<file path="config.mk">
export PLATFORM = sky130hd
export DESIGN_NAME = ysyx_23060201_mem_arbiter
export DESIGN_NICKNAME = d
export VERILOG_FILES = /design/src/rtl/ysyx_23060201_mem_arbiter.sv
export SDC_FILE = /design/constraint.sdc
export NUM_CORES = 1
export LEC_CHECK = 0
export CORE_AREA = 2 2 109 111
export CTS_CLUSTER_DIAMETER = 80
export CTS_CLUSTER_SIZE = 8
export DETAILED_ROUTE_END_ITERATION = 10
export DIE_AREA = 0 0 111 113
export DONT_BUFFER_PORTS = 1
export PLACE_DENSITY = 0.47
export SETUP_SLACK_MARGIN = 0.4
export SYNTH_ARGS = -nofsm -noshare
export SYNTH_HDL_FRONTEND = slang
export SYNTH_SLANG_ARGS = --single-unit
</file>
<file path="constraint.sdc">
create_clock -name clk -period 2.75 [get_ports clk]
set_input_delay 0.55 -clock clk [delete_from_list [all_inputs] [get_ports clk]]
set_output_delay 0.55 -clock clk [all_outputs]
set_load 0.01 [all_outputs]
</file>
<file path="src/rtl/ysyx_23060201_mem_arbiter.sv">
// Two-master (IFU/LSU) arbiter in front of a single memory port.
// One outstanding transaction; round-robin between the masters on contention.
module ysyx_23060201_mem_arbiter #(
    parameter int ADDR_WIDTH = 32,
    parameter int DATA_WIDTH = 32
) (
    input  logic                      clk,
    input  logic                      rst,
    input  logic                      ifu_req_valid,
    output logic                      ifu_req_ready,
    input  logic [ADDR_WIDTH-1:0]     ifu_addr,
    output logic                      ifu_resp_valid,
    output logic [DATA_WIDTH-1:0]     ifu_rdata,
    input  logic                      lsu_req_valid,
    output logic                      lsu_req_ready,
    input  logic [ADDR_WIDTH-1:0]     lsu_addr,
    input  logic                      lsu_wen,
    input  logic [DATA_WIDTH-1:0]     lsu_wdata,
    input  logic [DATA_WIDTH/8-1:0]   lsu_wmask,
    output logic                      lsu_resp_valid,
    output logic [DATA_WIDTH-1:0]     lsu_rdata,
    output logic                      mem_req_valid,
    input  logic                      mem_req_ready,
    output logic [ADDR_WIDTH-1:0]     mem_addr,
    output logic                      mem_wen,
    output logic [DATA_WIDTH-1:0]     mem_wdata,
    output logic [DATA_WIDTH/8-1:0]   mem_wmask,
    input  logic                      mem_resp_valid,
    input  logic [DATA_WIDTH-1:0]     mem_rdata,
    output logic                      owner_lsu,
    output logic                      proto_err
);

    typedef enum logic [1:0] {
        IDLE  = 2'd0,
        ISSUE = 2'd1,
        WAIT  = 2'd2
    } state_t;

    state_t                    state_r;
    state_t                    state_s;
    logic                      grant_ifu_s;
    logic                      grant_lsu_s;
    logic                      last_lsu_r;
    logic                      owner_r;
    logic                      err_r;
    logic [ADDR_WIDTH-1:0]     addr_r;
    logic                      wen_r;
    logic [DATA_WIDTH-1:0]     wdata_r;
    logic [DATA_WIDTH/8-1:0]   wmask_r;

    // Grant selection and next-state decode
    always_comb begin
        state_s     = state_r;
        grant_ifu_s = 1'b0;
        grant_lsu_s = 1'b0;
        case (state_r)
            IDLE: begin
                // On contention the master that was not served last wins
                if (ifu_req_valid && (!lsu_req_valid || last_lsu_r)) begin
                    grant_ifu_s = 1'b1;
                    state_s     = ISSUE;
                end else if (lsu_req_valid) begin
                    grant_lsu_s = 1'b1;
                    state_s     = ISSUE;
                end else begin
                    state_s     = IDLE;
                end
            end
            ISSUE: begin
                if (mem_req_ready) begin
                    state_s = WAIT;
                end else begin
                    state_s = ISSUE;
                end
            end
            WAIT: begin
                if (mem_resp_valid) begin
                    state_s = IDLE;
                end else begin
                    state_s = WAIT;
                end
            end
            default: state_s = IDLE;
        endcase
    end

    // State, latched request fields, ownership and sticky error
    always_ff @(posedge clk or posedge rst) begin
        if (rst) begin
            state_r    <= IDLE;
            last_lsu_r <= 1'b1;
            owner_r    <= 1'b0;
            err_r      <= 1'b0;
            addr_r     <= {ADDR_WIDTH{1'b0}};
            wen_r      <= 1'b0;
            wdata_r    <= {DATA_WIDTH{1'b0}};
            wmask_r    <= {(DATA_WIDTH/8){1'b0}};
        end else begin
            state_r <= state_s;
            if (grant_ifu_s) begin
                addr_r     <= ifu_addr;
                wen_r      <= 1'b0;
                wdata_r    <= {DATA_WIDTH{1'b0}};
                wmask_r    <= {(DATA_WIDTH/8){1'b0}};
                owner_r    <= 1'b0;
                last_lsu_r <= 1'b0;
            end else if (grant_lsu_s) begin
                addr_r     <= lsu_addr;
                wen_r      <= lsu_wen;
                wdata_r    <= lsu_wdata;
                wmask_r    <= lsu_wmask;
                owner_r    <= 1'b1;
                last_lsu_r <= 1'b1;
            end
            // A response is only legal once the request has been taken by memory
            if (mem_resp_valid && (state_r != WAIT)) begin
                err_r <= 1'b1;
            end
        end
    end

    assign ifu_req_ready  = grant_ifu_s;
    assign lsu_req_ready  = grant_lsu_s;
    assign mem_req_valid  = (state_r == ISSUE);
    assign mem_addr       = addr_r;
    assign mem_wen        = wen_r;
    assign mem_wdata      = wdata_r;
    assign mem_wmask      = wmask_r;
    assign ifu_resp_valid = (state_r == WAIT) && mem_resp_valid && !owner_r;
    assign lsu_resp_valid = (state_r == WAIT) && mem_resp_valid && owner_r;
    assign ifu_rdata      = mem_rdata;
    assign lsu_rdata      = mem_rdata;
    assign owner_lsu      = owner_r;
    assign proto_err      = err_r;

endmodule

</file>
==> insert_results.sql, run 1 <==
INSERT INTO impl_metrics (metric_group, metric, value, unit) VALUES
('status', 'status', 'finished, final reports clean', ''),
('floorplan', 'boundaryPins', '279', ''),
('clock_tree', 'cts_hold_buffers', '0', ''),
('final_layout', 'fin_nets', '417', ''),
('sta', 'finalSetupTns', '0', 'ns'),
('clock_tree', 'cts_tree', 'done', ''),
('floorplan', 'fp.dieW', '111', 'um'),
('detailed_routing', 'route.detailed.drc', '0', ''),
('sta', 'transition_time_at_the_pin_with_the_least_slew_margin', '1.07', 'ns'),
('clock_tree', 'post-cts-setup-buffer-count', '0', ''),
('global_route', 'via_count_of_the_first_global_routing_pass', '2574', ''),
('floorplan', 'floorplan.core_area', '0.0113', 'mm2'),
('detailed_routing', 'via_per_inst', '5.69', ''),
('sta', 'f_max', '500', 'MHz'),
('global_route', 'global_route.overflow_total', '0', ''),
('placed_design', 'port_buffers', '0', ''),
('placed_design', 'place_hpwl', '6100', 'um'),
('clock_tree', 'cts.clk_slew.worst_paths', '0.06', 'ns'),
('clock_tree', 'cts_buffer_depth', '2', ''),
('final_layout', 'area_occupied_by_multi_input_gates', '0.00128', 'mm2'),
('synth', 'ys.flop_type', 'sky130_fd_sc_hd__dfrtp_1', ''),
('sta', 'clock-skew-final', '0.00549', 'ns'),
('flow_run', 'max-cap-violations', '0', ''),
('floorplan', 'starting_density_of_the_core', '0.343', ''),
('synth', 'post_synth_instance_area', '0.00387', 'mm2'),
('setup_path', 'critPathLaunch', 'state_r[1]', ''),
('final_layout', 'final_common_cell', 'sky130_fd_sc_hd__dfrtp_1', ''),
('setup_path', 'arr_time_crit_path', '1.45', 'ns'),
('final_layout', 'layout.core_utilization', '0.339', ''),
('placed_design', 'place_congestion', '0.704', ''),
('setup_path', 'critical_path.reg2reg.startpoint', 'state_r[1]', ''),
('detailed_routing', 'dr_total_vias', '2431', ''),
('sta', 'finalHoldViolations', '0', ''),
('detailed_routing', 'detail-route-antenna-nets', '0', ''),
('clock_tree', 'clock_sink_count', '74', ''),
('detailed_routing', 'drtIter0Drc', '150', ''),
('final_layout', 'instances_no_fill', '427', ''),
('setup_path', 'crit_path_start_kind', 'register', ''),
('sta', 'final_period_utilization', '0.727', ''),
('synth', 'synth_enable_flop_cells', '0', ''),
('synth', 'ys_types', '29', ''),
('setup_path', 'critical_path.max_fanout', '23', ''),
('power', 'powerDensity', '1330', 'mW/mm2'),
('final_layout', 'areaGrowthSynthToFinish', '-1.29', '%'),
('global_route', 'grt_antenna_before_repair', '1', ''),
('clock_tree', 'numCtsBuffers', '9', ''),
('final_layout', 'finish.instance_area', '0.00382', 'mm2'),
('final_layout', 'register_area', '0.00185', 'mm2'),
('worst_hold_path', 'min-delay-path-class', 'in2async', ''),
('sta', 'max-slew-margin-rel', '0.289', ''),
('synth', 'postSynthCellCount', '350', ''),
('global_route', 'grt_start_max_net_pins', '40', ''),
('global_route', 'grtUsageTotal', '0.146', ''),
('placed_design', 'dpl.cell_count', '410', ''),
('synth', 'synth.yosys.seq_area_share', '0.479', ''),
('synth', 'synth_nets', '489', ''),
('clock_tree', 'root_buffer', 'sky130_fd_sc_hd__clkbuf_16', ''),
('clock_tree', 'cts_resized', '0', ''),
('detailed_routing', 'drt_first_pass_iters', '4', ''),
('final_layout', 'commonest_cells_after_routing_fill_and_taps_aside', 'sky130_fd_sc_hd__dfrtp_1, sky130_fd_sc_hd__a22o_1, sky130_fd_sc_hd__inv_1', ''),
('sta', 'period_minus_slack', '2.00', 'ns'),
('sta', 'timing.hold.ws', '0.243', 'ns'),
('detailed_routing', 'routed_wire_length_per_instance', '21.5', 'um'),
('floorplan', 'floorplan.die.height', '113', 'um'),
('final_layout', 'final_layout_size_suffix_gt1_frac', '0.205', ''),
('sta', 'unrepaired_setup_endpoints_after_global_routing', 'false', ''),
('setup_path', 'rr_worst_depth', '3', ''),
('sta', 'setup_viol_count_final', '0', ''),
('setup_path', 'worst_ep_required_time', '2.20', 'ns'),
('floorplan', 'floorplan.die_area', '0.0125', 'mm2'),
('power', 'leakagePower', '1.64', 'nW');
synth_stat cells (2+ instances only):
library cell	n	area share
sky130_fd_sc_hd__dfrtp_1	73	0.47
sky130_fd_sc_hd__buf_4	65	0.13
sky130_fd_sc_hd__a22o_1	37	0.084
sky130_fd_sc_hd__inv_1	33	0.032
sky130_fd_sc_hd__nand3_1	31	0.040
sky130_fd_sc_hd__o21ai_0	30	0.039
sky130_fd_sc_hd__o311ai_2	28	0.12
sky130_fd_sc_hd__clkbuf_1	13	0.013
sky130_fd_sc_hd__buf_2	9	0.012
sky130_fd_sc_hd__buf_6	4	0.012
sky130_fd_sc_hd__nand2b_1	3	0.0049
sky130_fd_sc_hd__o311ai_1	3	0.0068
sky130_fd_sc_hd__a21oi_1	2	0.0026
sky130_fd_sc_hd__and3_1	2	0.0032
sky130_fd_sc_hd__nor2_1	2	0.0019
sky130_fd_sc_hd__o21ai_1	2	0.0026
worst max-delay path, cell delays in order (launching register included):
cell	delay, ns
sky130_fd_sc_hd__dfrtp_1	0.45
sky130_fd_sc_hd__nor3b_4	0.22
sky130_fd_sc_hd__and2_4	0.45
per-stage QoR:
stage	setup WS, ns	total power [mW]
final	0.751	5.07
after floorplan	1.03	3.66
after CTS	0.720	5.15
after global placement	0.995	3.92
after global routing	0.656	5.40
after detailed placement	0.934	3.96
routing by layer:
metal	wire length, um	share of wire	vias up	global-route usage
met1	3820	0.42	1194	0.179
met2	4070	0.44	175	0.218
met5	0	0	-	0
li1	-	-	1044	-
met4	184	0.020	0	0.0700
met3	1090	0.12	18	0.0691
registers in the layout, summed over array words and instances, names as in the netlist:
register    count
mem_wdata      32
mem_wen         1
mem_wmask       4
mem_addr       32
owner_lsu       1
state_r         2
last_lsu_r      1
proto_err       1
report_power, final:
| group | switching (mW) | total, mW | internal, mW |
|---|---|---|---|
| combinational | 0.903 | 1.60 | 0.696 |
| clock | 0.424 | 1.16 | 0.733 |
| sequential | 0.661 | 2.31 | 1.65 |
path summary, 6_finish.rpt:
path	to	slack, ns
setup / recovery	ifu_req_ready	0.75
hold / removal	mem_wdata[2]	0.24
hold reg to reg	proto_err	0.53
setup reg to reg	mem_addr[7]	0.91
min in group clk	last_lsu_r	0.31
max in group asynchronous	mem_wdata[10]	1.85
logic make-up after synthesis:
logic type,Yosys count,share of synthesized area
buf+inv,124,0.194
compound gates,107,0.263
flops,74,0.479
simple gates,45,0.0643
cell type report:
type | instances | share of cell area
Sequential cell | 74 | 0.485
Timing Repair Buffer | 8 | 0.0190
Clock buffer | 15 | 0.0780
Tap cell | 143 | 0.0468
Antenna cell | 1 | 0.000655
Multi-Input combinational cell | 152 | 0.336
Inverter | 33 | 0.0334
Clock inverter | 1 | 0.00131
(Power assumes the default switching activity.)
==> run 2: changes to the inputs <==
--- a/config.mk
+++ b/config.mk
@@ -11,7 +11,7 @@
 export DETAILED_ROUTE_END_ITERATION = 10
 export DIE_AREA = 0 0 111 113
 export DONT_BUFFER_PORTS = 1
-export PLACE_DENSITY = 0.47
+export PLACE_DENSITY = 0.49
 export SETUP_SLACK_MARGIN = 0.4
 export SYNTH_ARGS = -nofsm -noshare
 export SYNTH_HDL_FRONTEND = slang
==> constraint.sdc (replaced) <==
create_clock -name clk -period 1.75 [get_ports clk]
set_input_delay 0.35 -clock clk [delete_from_list [all_inputs] [get_ports clk]]
set_output_delay 0.35 -clock clk [all_outputs]
set_load 0.01 [all_outputs]
==> insert_results.sql, run 2 (synthesis results as in run 1) <==
INSERT INTO impl_metrics (metric_group, metric, value, unit) VALUES
('clock_tree', 'cts.clk_slew.worst_paths', '0.06', 'ns'),
('floorplan', 'fp.dieW', '111', 'um'),
('global_route', 'met2_track_demand_over_resource', '0.275', ''),
('floorplan', 'floorplan.core_area', '0.0113', 'mm2'),
('global_route', 'global_route.peak_usage_layer', 'met2', ''),
('power', 'leakagePower', '1.99', 'nW'),
('clock_tree', 'worstSkewPairLatency', '0.33', 'ns'),
('setup_path', 'arr_time_crit_path', '1.29', 'ns'),
('sta', 'maxSlewViolCount', '0', ''),
('sta', 'unrepaired_setup_endpoints_after_global_routing', 'true', ''),
('sta', 'period_minus_slack', '1.64', 'ns'),
('detailed_routing', 'drtIter0Drc', '132', ''),
('global_route', 'grt_start_max_net_pins', '39', ''),
('setup_path', 'crit_chain', 'nor3b_4, and2_4', ''),
('sta', 'setup_viol_count_final', '0', ''),
('clock_tree', 'numCtsBuffers', '9', ''),
('clock_tree', 'root_buffer', 'sky130_fd_sc_hd__clkbuf_16', ''),
('clock_tree', 'clock_sink_count', '74', ''),
('final_layout', 'commonest_cells_after_routing_fill_and_taps_aside', 'sky130_fd_sc_hd__dfrtp_1, sky130_fd_sc_hd__a22o_1, sky130_fd_sc_hd__inv_1, sky130_fd_sc_hd__nand3_1, sky130_fd_sc_hd__o311ai_2', ''),
('sta', 'max-slew-margin-rel', '0.589', ''),
('power', 'vdd.ir_drop.worst', '0.000904', 'V'),
('placed_design', 'place_hpwl', '6690', 'um'),
('clock_tree', 'cts_buffer_depth', '2', ''),
('global_route', 'first_pass_grt_wire_length', '15800', 'um'),
('setup_path', 'worst_ep_required_time', '1.40', 'ns'),
('clock_tree', 'cts_tree', 'done', ''),
('global_route', 'met3_track_usage_gr', '0.0573', ''),
('global_route', 'global_route.overflow_total', '0', ''),
('status', 'status', 'finished, final reports clean', ''),
('global_route', 'via_count_of_the_first_global_routing_pass', '2730', ''),
('final_layout', 'final_common_cell', 'sky130_fd_sc_hd__dfrtp_1', ''),
('final_layout', 'areaGrowthSynthToFinish', '20.7', '%'),
('detailed_routing', 'route.final.wire_length', '10900', 'um'),
('global_route', 'grt_antenna_before_repair', '0', ''),
('setup_path', 'critical-path-slowest-cell', 'sky130_fd_sc_hd__dfrtp_2', ''),
('final_layout', 'antenna_cells_inserted', '0', ''),
('detailed_routing', 'drt_first_pass_iters', '4', ''),
('floorplan', 'starting_density_of_the_core', '0.343', ''),
('setup_path', 'critical_path.max_fanout', '6', ''),
('sta', 'finalHoldViolations', '0', ''),
('detailed_routing', 'routed_wire_length_per_instance', '23.6', 'um'),
('power', 'fin_total_pwr', '10.2', 'mW'),
('detailed_routing', 'route.detailed.drc', '0', ''),
('detailed_routing', 'via_per_inst', '5.55', ''),
('detailed_routing', 'detail-route-antenna-nets', '0', ''),
('floorplan', 'floorplan.die_area', '0.0125', 'mm2'),
('floorplan', 'boundaryPins', '279', ''),
('final_layout', 'fin_nets', '453', ''),
('clock_tree', 'cts_hold_buffers', '0', ''),
('floorplan', 'floorplan.die.height', '113', 'um'),
('sta', 'f_max', '609', 'MHz'),
('placed_design', 'place_congestion', '0.727', ''),
('floorplan', 'placement_rows', '39', ''),
('placed_design', 'port_buffers', '0', ''),
('setup_path', 'cpPeakStageDelay', '0.46', 'ns'),
('power', 'powerDensity', '2180', 'mW/mm2'),
('clock_tree', 'cts-htree-levels', '3', ''),
('global_route', 'use_met1', '0.191', ''),
('final_layout', 'final_layout_size_suffix_gt1_frac', '0.414', ''),
('flow_run', 'max-cap-violations', '0', ''),
('detailed_routing', 'dr_total_vias', '2564', ''),
('setup_path', 'critical_path.endpoint_type', 'primary output', ''),
('setup_path', 'critPathKind', 'reg2out', ''),
('worst_hold_path', 'min-delay-path-class', 'in2async', ''),
('sta', 'transition_time_at_the_pin_with_the_least_slew_margin', '0.616', 'ns'),
('sta', 'finalSetupTns', '0', 'ns'),
('global_route', 'grtUsageTotal', '0.166', ''),
('setup_path', 'crit_path_start_kind', 'register', ''),
('sta', 'clock-skew-final', '0.00635', 'ns'),
('sta', 'final_period_utilization', '0.938', '');
[run 2: through the flow]
step	setup slack, ns	cells	utilization	area [um2]	hold WS, ns
finish	0.108	462	0.414	4670	0.0134
global route	0.0628	462	0.414	4670	0.0658
CTS	0.0905	450	0.384	4330	0.0195
detailed placement	0.277	422	0.323	3640	0.382
global placement	0.299	422	0.323	3640	0.389
floorplan	0.328	350	-	3880	0.420
[run 2: worst paths after layout]
kind	to	start	slack, ns	cells past startpoint
max	ifu_req_ready	state_r[0]	0.11	2
min	mem_wdata[15]	rst	0.01	2
max reg2reg	mem_addr[5]	state_r[0]	0.23	5
min reg2reg	proto_err	proto_err	0.54	1
max in group asynchronous	state_r[0]	rst	1.33	2
min in group clk	state_r[1]	mem_resp_valid	0.09	1
[run 2: layer usage]
layer / wire length, um / vias up / part of all wire
li1: - / 1121 / -
met3: 843 / 26 / 0.077
met1: 4250 / 1272 / 0.39
met2: 5570 / 145 / 0.51
met5: 0 / - / 0
met4: 261 / 0 / 0.024
[run 2: worst max-delay path, delay by kind of cell (launching register included)]
| kind | cells | cell delay [ns] |
|---|---|---|
| simple gates | 2 | 0.50 |
| flops | 1 | 0.46 |
[run 2: report_power, final]
part | internal [mW] | switching [mW] | leakage (nW)
Clock | 1.19 | 0.741 | 0.153
Sequential | 2.60 | 1.18 | 0.921
Combinational | 2.49 | 2.00 | 0.918
Total | 6.28 | 3.92 | 1.99
[run 2: timing repair]
action | 4_1_cts | 5_1_grt
buffers inserted | 5 | 5
setup endpoints to repair | 75 | 74
endpoints found under the hold margin | 0 | 0
pin swaps | 28 | 42
gates cloned | 7 | 7
resized for setup | 83 | 26
[run 2: cell type report]
| type | count | area, um2 |
|---|---|---|
| clock buffer | 11 | 253 |
| clock inverter | 5 | 60.1 |
| fill | 1065 | 6600 |
| inverter | 33 | 128 |
| multi-input combinational | 153 | 1540 |
| sequential | 74 | 1860 |
| tap | 143 | 179 |
| timing repair buffer | 43 | 661 |
==> run 3: changes to the inputs <==
--- a/config.mk
+++ b/config.mk
@@ -5,13 +5,13 @@
 export SDC_FILE = /design/constraint.sdc
 export NUM_CORES = 1
 export LEC_CHECK = 0
-export CORE_AREA = 2 2 109 111
+export CORE_ASPECT_RATIO = 0.9
+export CORE_MARGIN = 2
+export CORE_UTILIZATION = 32
 export CTS_CLUSTER_DIAMETER = 80
 export CTS_CLUSTER_SIZE = 8
 export DETAILED_ROUTE_END_ITERATION = 10
-export DIE_AREA = 0 0 111 113
-export DONT_BUFFER_PORTS = 1
-export PLACE_DENSITY = 0.49
+export PLACE_DENSITY = 0.77
 export SETUP_SLACK_MARGIN = 0.4
 export SYNTH_ARGS = -nofsm -noshare
 export SYNTH_HDL_FRONTEND = slang
==> insert_results.sql, run 3 (synthesis results as in run 1) <==
INSERT INTO impl_metrics (metric_group, metric, value, unit) VALUES
('setup_path', 'crit_path_start_kind', 'register', ''),
('clock_tree', 'cts_hold_buffers', '0', ''),
('final_layout', 'finish.instance_area', '0.00611', 'mm2'),
('global_route', 'grtUsageTotal', '0.167', ''),
('detailed_routing', 'dr_total_vias', '3260', ''),
('flow_run', 'max-cap-violations', '0', ''),
('power', 'powerDensity', '1730', 'mW/mm2'),
('detailed_routing', 'route.detailed.drc', '0', ''),
('worst_hold_path', 'worst_hold_startpoint', 'mem_resp_valid', ''),
('placed_design', 'place_hpwl', '7610', 'um'),
('clock_tree', 'root_buffer', 'sky130_fd_sc_hd__clkbuf_16', ''),
('setup_path', 'worst_ep_required_time', '1.40', 'ns'),
('status', 'status', 'finished, final reports clean', ''),
('sta', 'period_minus_slack', '1.66', 'ns'),
('final_layout', 'antenna_cells_inserted', '0', ''),
('floorplan', 'floorplan.core_area', '0.0119', 'mm2'),
('sta', 'finalHoldViolations', '0', ''),
('final_layout', 'layout.core_utilization', '0.512', ''),
('sta', 'f_max', '601', 'MHz'),
('setup_path', 'arr_time_crit_path', '1.31', 'ns'),
('sta', 'clock-skew-final', '0.00890', 'ns'),
('detailed_routing', 'drt_first_pass_iters', '4', ''),
('detailed_routing', 'detail-route-antenna-nets', '0', ''),
('detailed_routing', 'via_per_inst', '5.02', ''),
('setup_path', 'critical_path.max_fanout', '5', ''),
('floorplan', 'boundaryPins', '279', ''),
('setup_path', 'critical_path.reg2reg.startpoint', 'state_r[1]', ''),
('placed_design', 'place_congestion', '0.802', ''),
('floorplan', 'floorplan.die.height', '108', 'um'),
('clock_tree', 'cts_buffer_depth', '2', ''),
('global_route', 'global_route.overflow_total', '0', ''),
('worst_hold_path', 'worstHoldEndpoint', 'state_r[1]', ''),
('placed_design', 'dpl-instance-area', '0.00542', 'mm2'),
('global_route', 'grt_start_max_net_pins', '54', ''),
('global_route', 'grt_antenna_before_repair', '0', ''),
('final_layout', 'fin_nets', '623', ''),
('floorplan', 'fp.dieW', '120', 'um'),
('worst_hold_path', 'min-delay-path-class', 'in2reg', ''),
('floorplan', 'floorplan.die_area', '0.0130', 'mm2'),
('sta', 'maxSlewViolCount', '0', ''),
('worst_hold_path', 'worst_hold_path.num_cells', '2', ''),
('power', 'fin_total_pwr', '10.6', 'mW'),
('clock_tree', 'cts.clk_slew.worst_paths', '0.06', 'ns'),
('final_layout', 'final_common_cell', 'sky130_fd_sc_hd__clkdlybuf4s50_1', ''),
('setup_path', 'timing.rr.end', 'mem_addr[1]', ''),
('clock_tree', 'numCtsBuffers', '9', ''),
('sta', 'setup_viol_count_final', '0', ''),
('sta', 'transition_time_at_the_pin_with_the_least_slew_margin', '0.875', 'ns'),
('sta', 'final_period_utilization', '0.951', ''),
('detailed_routing', 'route.final.wire_length', '11700', 'um'),
('sta', 'unrepaired_setup_endpoints_after_global_routing', 'true', ''),
('final_layout', 'commonest_cells_after_routing_fill_and_taps_aside', 'sky130_fd_sc_hd__clkdlybuf4s50_1, sky130_fd_sc_hd__dfrtp_1, sky130_fd_sc_hd__clkdlybuf4s15_1', ''),
('setup_path', 'critPathKind', 'reg2out', ''),
('final_layout', 'final_layout_size_suffix_gt1_frac', '0.204', ''),
('sta', 'max-slew-margin-rel', '0.416', ''),
('power', 'vdd.ir_drop.worst', '0.000557', 'V'),
('setup_path', 'critical_path.endpoint_type', 'primary output', ''),
('detailed_routing', 'routed_wire_length_per_instance', '18.0', 'um'),
('global_route', 'first_pass_grt_wire_length', '17300', 'um'),
('clock_tree', 'clock_sink_count', '74', ''),
('setup_path', 'r2r_slack', '0.25', 'ns'),
('setup_path', 'rr_worst_depth', '4', ''),
('global_route', 'via_count_of_the_first_global_routing_pass', '3332', ''),
('floorplan', 'starting_density_of_the_core', '0.324', ''),
('detailed_routing', 'drtIter0Drc', '230', ''),
('power', 'leakagePower', '2.63', 'nW'),
('clock_tree', 'worstSkewPairLatency', '0.33', 'ns'),
('final_layout', 'areaGrowthSynthToFinish', '57.9', '%'),
('placed_design', 'port_buffers', '182', ''),
('clock_tree', 'cts-htree-levels', '3', ''),
('floorplan', 'placement_rows', '38', ''),
('clock_tree', 'cts_tree', 'done', '');
[run 3: cell count changes in the layout (fill, tap and decap cells not counted), sizes merged, moves of 2 or more]
cell           delta
buf               -5
clkdlybuf4s15    +67
dlygate4sd2       +3
bufbuf            -2
clkdlybuf4s50   +103
clkbuf            +2
[run 3: routing by layer]
metal	wire, um	track usage
met5	0	0
met3	895	0.0422
met4	355	0.0773
met2	5330	0.264
met1	5100	0.216
[run 3: area by class of cell]
class	instances	area [um2]
Sequential cell	74	1860
Inverter	33	128
Tap cell	160	200
Fill cell	1013	5820
Clock buffer	10	229
Clock inverter	6	67.6
Multi-Input combinational cell	153	1340
Timing Repair Buffer	213	2290
[run 3: worst max path at each step]
stage | start | to | slack [ns] | depth (start not counted)
finish | state_r[1] | ifu_req_ready | 0.09 | 3
floorplan | last_lsu_r | ifu_req_ready | 0.33 | 4
global placement | lsu_req_valid | mem_addr[9] | -0.42 | 5
detailed placement | lsu_req_valid | mem_addr[26] | -0.55 | 5
global route | state_r[1] | ifu_req_ready | 0.05 | 3
CTS | state_r[0] | ifu_req_ready | 0.09 | 3
[run 3: power by group]
part           leakage (nW)  total (mW)  switching [mW]  internal (mW)
logic                  1.57        5.61            2.53           3.08
registers             0.921        3.14           0.538           2.60
clock network         0.139        1.83           0.723           1.11
[run 3: repair_timing]
item | in CTS | in global routing
endpoints found under the setup margin | 147 | 99
setup buffers | 4 | 5
pin swaps | 4 | 37
gates cloned | 1 | 9
gates resized for setup | 159 | 72
hold endpoints to repair | 0 | 0
[run 3: critical path, cell delays in order, from the launching register on]
cell                      delay (ns)
sky130_fd_sc_hd__dfrtp_2        0.46
sky130_fd_sc_hd__nor3b_4        0.23
sky130_fd_sc_hd__and2_4         0.20
sky130_fd_sc_hd__buf_6          0.10
[run 3: metrics by stage]
stage	setup TNS [ns]	hold slack, ns	worst slack [ns]	std cells
final	0	0.307	0.0858	649
after global routing	0	0.311	0.0537	649
after detailed placement	-17.43	0.448	-0.548	614
after floorplan	0	0.420	0.328	350
after global placement	-14.85	0.442	-0.422	614
after CTS	0	0.464	0.0886	635
